==> config.mk <==
export PLATFORM = sky130hd
export DESIGN_NAME = issue_queue
export DESIGN_NICKNAME = d
export VERILOG_FILES = /design/src/rtl/mips_core_pkg.sv /design/src/rtl/iq_select.sv /design/src/rtl/issue_queue.sv
export SDC_FILE = /design/constraint.sdc
export NUM_CORES = 2
export LEC_CHECK = 0
export ABC_CLOCK_PERIOD_IN_PS = 12800
export CAP_MARGIN = 30
export CORE_MARGIN = 5
export CORE_UTILIZATION = 30
export DETAILED_ROUTE_END_ITERATION = 8
export GPL_ROUTABILITY_DRIVEN = 0
export PLACE_DENSITY = 0.4
export SYNTH_ARGS = -nofsm -noshare
export SYNTH_HDL_FRONTEND = slang
export SYNTH_SLANG_ARGS = --single-unit
==> constraint.sdc <==
create_clock -name clk -period 12.8 [get_ports clk]
set_input_delay 2.56 -clock clk [delete_from_list [all_inputs] [get_ports clk]]
set_output_delay 2.56 -clock clk [all_outputs]
set_load 0.01 [all_outputs]
==> src/rtl/mips_core_pkg.sv <==
// mips_core_pkg: shared default sizing constants for the MIPS core.
// The issue queue takes these as parameter defaults:
//   IQ_DEPTH     - issue queue entries
//   IQ_NUM_SRC   - source operands per instruction
//   IQ_WB_PORTS  - writeback wakeup broadcast ports
//   PHYS_TAG_W   - physical register tag width
//   AL_IDX_W     - active-list index width
//   IQ_PAYLOAD_W - opaque decoded-instruction payload width
package mips_core_pkg;

    localparam int unsigned IQ_DEPTH     = 16;
    localparam int unsigned IQ_NUM_SRC   = 2;
    localparam int unsigned IQ_WB_PORTS  = 2;
    localparam int unsigned PHYS_TAG_W   = 6;
    localparam int unsigned AL_IDX_W     = 5;
    localparam int unsigned IQ_PAYLOAD_W = 64;

endpackage

==> src/rtl/iq_select.sv <==
// iq_select: fixed-priority picker, lowest index wins.
// Ports:
//   req   in  N        request vector
//   grant out N        one-hot grant (all zero when no request)
//   idx   out log2(N)  index of the granted request (0 when none)
//   any   out 1        at least one request present
module iq_select #(
    parameter int unsigned N = 16
) (
    input  logic [N-1:0]         req,
    output logic [N-1:0]         grant,
    output logic [$clog2(N)-1:0] idx,
    output logic                 any
);

    localparam int unsigned IDX_W = $clog2(N);

    logic found;

    always_comb begin
        grant = '0;
        idx   = '0;
        found = 1'b0;
        for (int unsigned i = 0; i < N; i++) begin
            if (req[i] && !found) begin
                found    = 1'b1;
                grant[i] = 1'b1;
                idx      = IDX_W'(i);
            end
        end
        any = found;
    end

endmodule

==> src/rtl/issue_queue.sv <==
// issue_queue: age-ordered collapsing out-of-order issue queue.
// Entries 0..count-1 are valid, index 0 is the oldest. Each cycle the oldest
// entry with all sources ready is presented on issue_*; when accepted, the
// younger entries shift down by one. Writeback broadcasts set source ready
// bits, including for sources being dispatched in the same cycle.
// Ports:
//   clk, rst_n                    clock, async active-low reset
//   flush                         drop all entries (takes effect next cycle)
//   dispatch_valid/_ready         dispatch handshake (ready = count < DEPTH)
//   dispatch_payload/_src_tag/_src_rdy/_dst_tag/_al_idx  dispatched fields
//   wb_valid, wb_tag              writeback tag broadcasts, one per port
//   issue_valid/_ready            issue handshake
//   issue_payload/_dst_tag/_al_idx  fields of the selected entry
//   count                         occupied entries
// Configuration macro IQ_SAME_CYCLE_WAKEUP_EN: when defined, selection also
// sees the current cycle's broadcast matches (combinational wb -> issue path).
module issue_queue
    import mips_core_pkg::*;
#(
    parameter int unsigned DEPTH     = IQ_DEPTH,
    parameter int unsigned NUM_SRC   = IQ_NUM_SRC,
    parameter int unsigned WB_PORTS  = IQ_WB_PORTS,
    parameter int unsigned TAG_W     = PHYS_TAG_W,
    parameter int unsigned AL_W      = AL_IDX_W,
    parameter int unsigned PAYLOAD_W = IQ_PAYLOAD_W
) (
    input  logic                       clk,
    input  logic                       rst_n,
    input  logic                       flush,
    input  logic                       dispatch_valid,
    output logic                       dispatch_ready,
    input  logic [PAYLOAD_W-1:0]       dispatch_payload,
    input  logic [NUM_SRC*TAG_W-1:0]   dispatch_src_tag,
    input  logic [NUM_SRC-1:0]         dispatch_src_rdy,
    input  logic [TAG_W-1:0]           dispatch_dst_tag,
    input  logic [AL_W-1:0]            dispatch_al_idx,
    input  logic [WB_PORTS-1:0]        wb_valid,
    input  logic [WB_PORTS*TAG_W-1:0]  wb_tag,
    output logic                       issue_valid,
    input  logic                       issue_ready,
    output logic [PAYLOAD_W-1:0]       issue_payload,
    output logic [TAG_W-1:0]           issue_dst_tag,
    output logic [AL_W-1:0]            issue_al_idx,
    output logic [$clog2(DEPTH+1)-1:0] count
);

    localparam int unsigned CNT_W = $clog2(DEPTH+1);
    localparam int unsigned IDX_W = $clog2(DEPTH);

    typedef struct packed {
        logic                            valid;
        logic [PAYLOAD_W-1:0]            payload;
        logic [NUM_SRC-1:0][TAG_W-1:0]   src_tag;
        logic [NUM_SRC-1:0]              src_rdy;
        logic [TAG_W-1:0]                dst_tag;
        logic [AL_W-1:0]                 al_idx;
    } entry_t;

    entry_t            entries_q [DEPTH];
    entry_t            entries_d [DEPTH];
    // One extra always-empty slot so the shift of the top entry reads '0.
    entry_t            woken     [DEPTH+1];
    entry_t            disp_entry;
    logic [CNT_W-1:0]  count_q;
    logic [CNT_W-1:0]  count_d;
    logic [CNT_W-1:0]  wr_idx;
    logic [DEPTH-1:0]  req;
    logic [DEPTH-1:0]  sel_grant;
    logic [IDX_W-1:0]  sel_idx;
    logic              sel_any;
    logic              issue_fire;
    logic              dispatch_fire;
    logic              shifting;

    // Stored entries with this cycle's broadcasts folded into their ready bits.
    always_comb begin
        for (int unsigned i = 0; i < DEPTH; i++) begin
            woken[i] = entries_q[i];
            for (int unsigned s = 0; s < NUM_SRC; s++) begin
                for (int unsigned p = 0; p < WB_PORTS; p++) begin
                    if (entries_q[i].valid && wb_valid[p] &&
                        wb_tag[p*TAG_W +: TAG_W] == entries_q[i].src_tag[s]) begin
                        woken[i].src_rdy[s] = 1'b1;
                    end
                end
            end
        end
        woken[DEPTH] = '0;
    end

    // Incoming entry, with same-cycle broadcast capture.
    always_comb begin
        disp_entry         = '0;
        disp_entry.valid   = 1'b1;
        disp_entry.payload = dispatch_payload;
        disp_entry.dst_tag = dispatch_dst_tag;
        disp_entry.al_idx  = dispatch_al_idx;
        for (int unsigned s = 0; s < NUM_SRC; s++) begin
            disp_entry.src_tag[s] = dispatch_src_tag[s*TAG_W +: TAG_W];
            disp_entry.src_rdy[s] = dispatch_src_rdy[s];
            for (int unsigned p = 0; p < WB_PORTS; p++) begin
                if (wb_valid[p] && wb_tag[p*TAG_W +: TAG_W] == dispatch_src_tag[s*TAG_W +: TAG_W]) begin
                    disp_entry.src_rdy[s] = 1'b1;
                end
            end
        end
    end

    always_comb begin
        for (int unsigned i = 0; i < DEPTH; i++) begin
`ifdef IQ_SAME_CYCLE_WAKEUP_EN
            req[i] = woken[i].valid && (&woken[i].src_rdy);
`else
            req[i] = entries_q[i].valid && (&entries_q[i].src_rdy);
`endif
        end
    end

    iq_select #(.N(DEPTH)) u_select (
        .req   (req),
        .grant (sel_grant),
        .idx   (sel_idx),
        .any   (sel_any)
    );

    assign dispatch_ready = (count_q < CNT_W'(DEPTH));
    assign issue_valid    = sel_any && !flush;
    assign issue_fire     = issue_valid && issue_ready;
    assign dispatch_fire  = dispatch_valid && dispatch_ready && !flush;
    assign issue_payload  = issue_valid ? entries_q[sel_idx].payload : '0;
    assign issue_dst_tag  = issue_valid ? entries_q[sel_idx].dst_tag : '0;
    assign issue_al_idx   = issue_valid ? entries_q[sel_idx].al_idx  : '0;
    assign count          = count_q;

    // An issue in the same cycle frees the top slot, so the new entry lands one lower.
    assign wr_idx = count_q - CNT_W'(issue_fire);

    always_comb begin
        shifting = 1'b0;
        for (int unsigned i = 0; i < DEPTH; i++) begin
            // Every slot at or above the granted one takes its upper neighbour.
            shifting = shifting || sel_grant[i];
            if (issue_fire && shifting) begin
                entries_d[i] = woken[i+1];
            end else begin
                entries_d[i] = woken[i];
            end
            if (dispatch_fire && CNT_W'(i) == wr_idx) begin
                entries_d[i] = disp_entry;
            end
            if (flush) begin
                entries_d[i] = '0;
            end
        end
    end

    always_comb begin
        if (flush) begin
            count_d = '0;
        end else begin
            count_d = count_q + CNT_W'(dispatch_fire) - CNT_W'(issue_fire);
        end
    end

    always_ff @(posedge clk or negedge rst_n) begin
        if (!rst_n) begin
            for (int unsigned i = 0; i < DEPTH; i++) begin
                entries_q[i] <= '0;
            end
            count_q <= '0;
        end else begin
            for (int unsigned i = 0; i < DEPTH; i++) begin
                entries_q[i] <= entries_d[i];
            end
            count_q <= count_d;
        end
    end

endmodule

==> run_results.csv <==
group,metric,value,unit
detailed_routing,firstDrtPassIters,7,
grt,grt-ovfl-total,0,
floorplan,placementRows,197,
worst_setup_path,critPathSlowestCell,"buf_4",
finish,finalNetCount,9668,
grt,grt_pass1_vias,80100,
yosys,syn_inst,10200,
grt,gr-usage-all-layers,0.265,
worst_setup_path,startpoint_type,"flip-flop",
sta,min_period,10.10,ns
yosys,syn-cell-area,86900,sq um
sta,rsz0062_at_grt,"false",
yosys,yosysUniqueCellTypes,66,
yosys,ys_async_sr_fraction,1.00,
floorplan,initial_core_util,0.301,
clock_network,hold_buffers,0,
power_and_ir_drop,cellPowerDensity,117,nW/um^2
clock_network,cts.clk_slew.worst_paths,0.06,ns
worst_setup_path,crit_top_cell,"buf_4",
worst_hold_path,hold_class,"flip-flop to flip-flop",
yosys,synth_area_leaders,"dfrtp_1, mux2i_1, a211oi_1, nor2_1, nand2_1",
placed_design,place_ws,3.41,ns
placed_design,io_buffers,189,
power_and_ir_drop,p_sw,3.13,mW
clock_network,postCtsResizedCells,0,
finish,design_area,97700,sq um
worst_setup_path,cp.arrival,7.54,ns
sta,setup_tns,0,ns
sta,tightest_slew,1.11,ns
sta,max_freq,99.0,MHz
worst_setup_path,worstPathMaxFanout,66,
yosys,yosysSeqAreaShare,0.416,
power_and_ir_drop,p_sw_frac,0.274,
power_and_ir_drop,pwr-share-seq,0.427,
sta,fin_skew,0.0663,ns
sta,hold_viol,0,
sta,hold_ws,0.523,ns
detailed_routing,wl_per_cell,30.7,um
yosys,synth_nets,10300,
grt,antenna_found_initial,26,
detailed_routing,drt_iter0_markers,8032,
clock_network,cts_buffer_depth,4,
clock_network,ctsHtreeMaxLevel,4,
detailed_routing,final_antenna_net_count,0,
sta,worst_slack,2.70,ns
floorplan,io_pins,190,
power_and_ir_drop,pwr-share-comb,0.095,
sta,slew_headroom,0.262,
yosys,synth-edff-count,0,
clock_network,post_cts_buffers,0,
clock_network,cts-root-buf,"clkbuf_16",
worst_setup_path,rr_worst_depth,17,
power_and_ir_drop,p_clk_frac,0.478,
power_and_ir_drop,p_int,8.26,mW
yosys,synth_seq_cells,1445,
floorplan,dieHeight,548,um
detailed_routing,drc,0,
yosys,yosys.area.top_type_share,0.416,
finish,fillCellCount,29500,
grt,grt_pass1_wl,600,mm
yosys,synth.largest_area_cell,"dfrtp_1",
grt,grt_max_degree,167,
worst_setup_path,end_kind,"output pin",
power_and_ir_drop,vdd_ir_drop_max,0.0919,mV
finish,drive_above_1_share,0.0669,
worst_setup_path,critical_path_buf_inv_count,4,
run_status,status,"finished clean",
clock_network,insertion_delay,0.90,ns
floorplan,dieArea,301000,sq um
yosys,avgSynthCellArea,8.54,sq um
worst_hold_path,hold_depth,1,
detailed_routing,vias,81800,
floorplan,fp.dieW,548,um
clock_network,cts_sinks,1445,
yosys,synthFlopType,"dfrtp_1",
finish,syn2layout_area_growth,12.4,%
sta,setup_violations,0,
floorplan,core_area,288000,sq um
detailed_routing,drt_wl_total,414,mm
yosys,ys_warn_count,0,
power_and_ir_drop,p_leak,38.8,nW
worst_setup_path,worst_ep_required_time,10.24,ns
yosys,synth_common_cells,"dfrtp_1, nor2_1, nand2_1",
placed_design,hpwl,216,mm
sta,fin_crit_sh,0.789,
worst_setup_path,cpPeakStageDelay,0.89,ns
worst_setup_path,worstPathCellList,"nand3_4, nand2_2, or4_1, o311a_4, buf_16, buf_4, buf_4, and3_1, a211oi_1, a211o_1, a22oi_1, clkdlybuf4s50_1",
detailed_routing,routed_via_density,6.07,
sta,slew_violations,0,
worst_setup_path,crit_type,"flip-flop to output pin",
worst_setup_path,path_delay_family,"buffers and inverters",
clock_network,tritoncts,"built",
worst_setup_path,cp.depth,12,
yosys,synth.most_common_cell,"dfrtp_1",
clock_network,cts_buffers,195,
flow_run,cap_violations,0,
power_and_ir_drop,fin_total_pwr,11.4,mW
placed_design,placed_area,91300,sq um
## path summary, 6_finish.rpt
kind / from / endpoint / slack, ns
worst min-delay path: entries_q[6]$_DFFE_PN0P_ / entries_q[6]$_DFFE_PN0P_ / 0.52
min in group asynchronous: rst_n / entries_q[651]$_DFFE_PN0P_ / 1.60
worst max register to register: entries_q[1439]$_DFFE_PN0P_ / entries_q[58]$_DFFE_PN0P_ / 4.77
worst max-delay path: entries_q[1439]$_DFFE_PN0P_ / issue_payload[52] / 2.70
max in group asynchronous: rst_n / entries_q[709]$_DFFE_PN0P_ / 8.43
worst min register to register: entries_q[6]$_DFFE_PN0P_ / entries_q[6]$_DFFE_PN0P_ / 0.52
## metrics by stage
step | util | cells
6_report | 0.339 | 13500
5_1_grt | 0.339 | 13500
4_1_cts | 0.338 | 13500
3_5_place_dp | 0.316 | 13100
3_3_place_gp | 0.315 | 13100
2_1_floorplan | - | 10200
## routing by layer
layer	share of wire	global-route usage	up-vias
met5	0.00012	0	-
met4	0.033	0.0804	8
met3	0.066	0.0357	716
met2	0.45	0.416	3530
met1	0.45	0.378	41900
li1	-	-	35700
## worst reg2reg max path: stages, from the launching register on
cell and delay (ns):
dfrtp_1 0.42, nand3_4 0.64, nand2_2 0.32, or4_1 0.91, o311ai_4 0.41, buf_12 0.65, inv_2 0.48, ha_1 0.35
ha_1 0.22, nand2b_1 0.15, a21oi_1 0.33, nor2b_1 0.24, nor2b_1 0.15, buf_4 0.22, and2_4 0.52, buf_4 0.84
buf_4 0.80, a22o_1 0.29
## cell type report
| cell class | instances | area, sq um | share of cell area |
|---|---|---|---|
| clock inverter | 37 | 333 | 0.00341 |
| tap | 3781 | 4730 | 0.0484 |
| antenna | 14 | 35.0 | 0.000359 |
| sequential | 1445 | 36200 | 0.370 |
| inverter | 23 | 91.3 | 0.000935 |
| timing repair buffer | 406 | 4330 | 0.0443 |
| clock buffer | 302 | 5840 | 0.0597 |
| multi-input combinational | 7477 | 46200 | 0.473 |
## logic make-up after synthesis
logic type | synth area share
XOR/XNOR | 0.0416
multiplexers | 0.0840
AO/OA/AOI/OAI | 0.216
AND/OR/NAND/NOR | 0.183
buffers and inverters | 0.0578
adder cells (fa/ha/maj) | 0.00181
flip-flops | 0.416
## flip-flops by register name, indices dropped and copies added, names as in the netlist
signal     flops
count          5
entries_q   1440
## cells in the final DEF (no fill, tap or decap), drive strengths merged, types with 51 or more instances in the layout
cell type | netlist | routed
a211oi | 773 | 773
a21oi | 209 | 209
a22o | 88 | 88
a22oi | 75 | 75
a311oi | 521 | 521
a31o | 52 | 52
a31oi | 166 | 166
and3 | 156 | 156
buf | 327 | 234
clkbuf | 909 | 303
clkdlybuf4s50 | 0 | 171
dfrtp | 1445 | 1445
mux2i | 725 | 725
nand2 | 1283 | 1283
nand3 | 647 | 647
nand4 | 105 | 105
nor2 | 1394 | 1394
nor4 | 64 | 64
o211ai | 71 | 71
o21ai | 479 | 479
o221ai | 51 | 51
xnor2 | 206 | 206
xor2 | 207 | 207
## power by group through the flow
stage / sequential, mW / clock, mW / combinational [mW]
after floorplan: 4.89 / 0 / 0.637
after global placement: 4.93 / 0 / 1.05
after detailed placement: 4.93 / 0 / 1.07
after CTS: 4.85 / 5.58 / 1.08
after global routing: 4.87 / 5.73 / 1.18
final: 4.86 / 5.45 / 1.08
No activity file was read; power rests on OpenSTA's default activity.
==> patch: new RTL, same settings <==
Change the package constant `PHYS_TAG_W` from 6 to 4.
--- a/src/rtl/mips_core_pkg.sv
+++ b/src/rtl/mips_core_pkg.sv
@@ -12,5 +12,5 @@
     localparam int unsigned IQ_NUM_SRC   = 2;
     localparam int unsigned IQ_WB_PORTS  = 2;
-    localparam int unsigned PHYS_TAG_W   = 6;
+    localparam int unsigned PHYS_TAG_W   = 4;
     localparam int unsigned AL_IDX_W     = 5;
     localparam int unsigned IQ_PAYLOAD_W = 64;
Interface: changed (resized dispatch_dst_tag, dispatch_src_tag, issue_dst_tag and wb_tag); port bits go from 190 to 178. No check against the original RTL was run, so the function may have changed too.
==> patch against the original RTL <==
Setup slack better by 450 ps; power is 7.9% lower; sequential cell count is 96 lower; critical path depth stayed put; synthesized cell count is 12% lower; clock skew is 19 ps lower; design area is 8.6% lower; sequential power is 7.2% lower; via count is 15% lower; first-iteration DRC count is 21% lower; synthesized area is 8.7% lower; routed wire length is 15% lower; critical endpoint is now issue_payload[16]; largest cell class unchanged; largest power group unchanged.
==> patch: results (changes against the original RTL) <==
----------------------------------------------------
[Status]
  Result of the run ... completed

[Synth]
  Synthesized-area fraction occupied by adder cells ... 0.199% (+0.017 points)
  Fraction of the mapped netlist area in compound gates ... 16.8% (-4.8 points)
  Share of synthesized area occupied by flip-flops and latches ... 42.6% (+0.95 points)
  List of most frequent post-synthesis cells ... 1349 x sky130_fd_sc_hd__dfrtp_1, 1297 x sky130_fd_sc_hd__nor2_1, 1228 x sky130_fd_sc_hd__nand2_1, 1075 x sky130_fd_sc_hd__mux2i_1, 847 x sky130_fd_sc_hd__nand3_1
  Mux contribution to synthesized area ... 13.7% (+5.3 points)
  Biggest area contributors in the synthesized netlist ... sky130_fd_sc_hd__dfrtp_1 43%, sky130_fd_sc_hd__mux2i_1 14%, sky130_fd_sc_hd__a211oi_1 7.7%
  Number of nets in the synthesized netlist ... 9042 (-12%)
  Number of library cell types mapped by synthesis ... 56 (-15%)

[Setup path]
  Top fanout value on the critical path ... 44 (-33%)

[Power and ir drop]
  Portion of total power attributed to the clock network ... 48.2% (+0.4 points)
  Leakage Power ... 36.2 nW (-6.9%)
  Proportion of power drawn by combinational gates ... 8.8% (-0.7 points)
  Worst vdd rail ir drop ... 0.000102 V (+11%)

[Route]
  TritonRoute pass-1 iters ... 6 (-1)
  Iteration-0 DRC Markers ... 6366 (-21%)

[Clock network]
  TritonCTS buffer count ... 182 (-6.7%)
  Clk_lat worst skew ... 870 ps (-30 ps)

[Placement]
  DPL Wire Length ... 182 mm (-15%)

[Layout]
  Fillers ... 26700 (-9.5%)
  Max reg flops ... 1344 (-6.7%)
  Share of post-route cells with drive strength above 1 ... 6.51% (-0.17 points)

[STA]
  Largest clock skew in the final design ... 47.1 ps (-19.2 ps)
  Max transition margin ... 17.2% (-9.0 points)

[GRT]
  Pin count of the biggest net entering global routing ... 185 (+11%)
  First-pass GRT wire length ... 514 mm (-14%)

----------------------------------------------------
[patch: critical path: stages, from the launching register on]
cell	delay, ps
sky130_fd_sc_hd__dfrtp_1	450
sky130_fd_sc_hd__nand3_1	260
sky130_fd_sc_hd__nand2_8	370
sky130_fd_sc_hd__nor4_4	910
sky130_fd_sc_hd__and2_1	510
sky130_fd_sc_hd__a221o_4	700
sky130_fd_sc_hd__buf_4	670
sky130_fd_sc_hd__buf_4	570
sky130_fd_sc_hd__nand2_1	110
sky130_fd_sc_hd__nand3_1	100
sky130_fd_sc_hd__nand3_1	90
sky130_fd_sc_hd__o21ai_0	640
sky130_fd_sc_hd__clkdlybuf4s50_1	680
[patch: layer usage]
metal  track usage, %  share of wire (%)
met3             2.84                4.9
met5                0              0.014
met1             35.0                 46
met2             40.6                 46
met4             6.74                2.9
[patch: final cells by class]
cell class / count / area share, %
multi-input cells: 6525 / 46.7
inverters: 22 / 0.101
repair buffers: 349 / 4.09
flip-flops and latches: 1349 / 37.8
clock inverters: 28 / 0.298
clock buffers: 278 / 6.07
well taps: 3515 / 4.93
diodes: 6 / 0.0168
[patch: final timing paths]
path,from,to,depth (start not counted)
worst min register to register,entries_q[40],entries_q[40],1
min in group asynchronous,rst_n,entries_q[183],1
max in group asynchronous,rst_n,entries_q[110],3
worst max register to register,entries_q[1259],entries_q[1135],16
worst max-delay path,entries_q[1259],issue_payload[16],12
worst min-delay path,entries_q[40],entries_q[40],1
[patch: metrics by stage]
step | setup slack, ps | instance area (µm²) | instances | hold slack [ps]
after floorplan | 6140 | 79300 | 8932 | 487
after global placement | 4060 | 83200 | 11700 | 506
after detailed placement | 4050 | 83500 | 11800 | 507
after CTS | 3110 | 89200 | 12100 | 524
after global routing | 2930 | 89300 | 12100 | 536
final | 3150 | 89300 | 12100 | 526
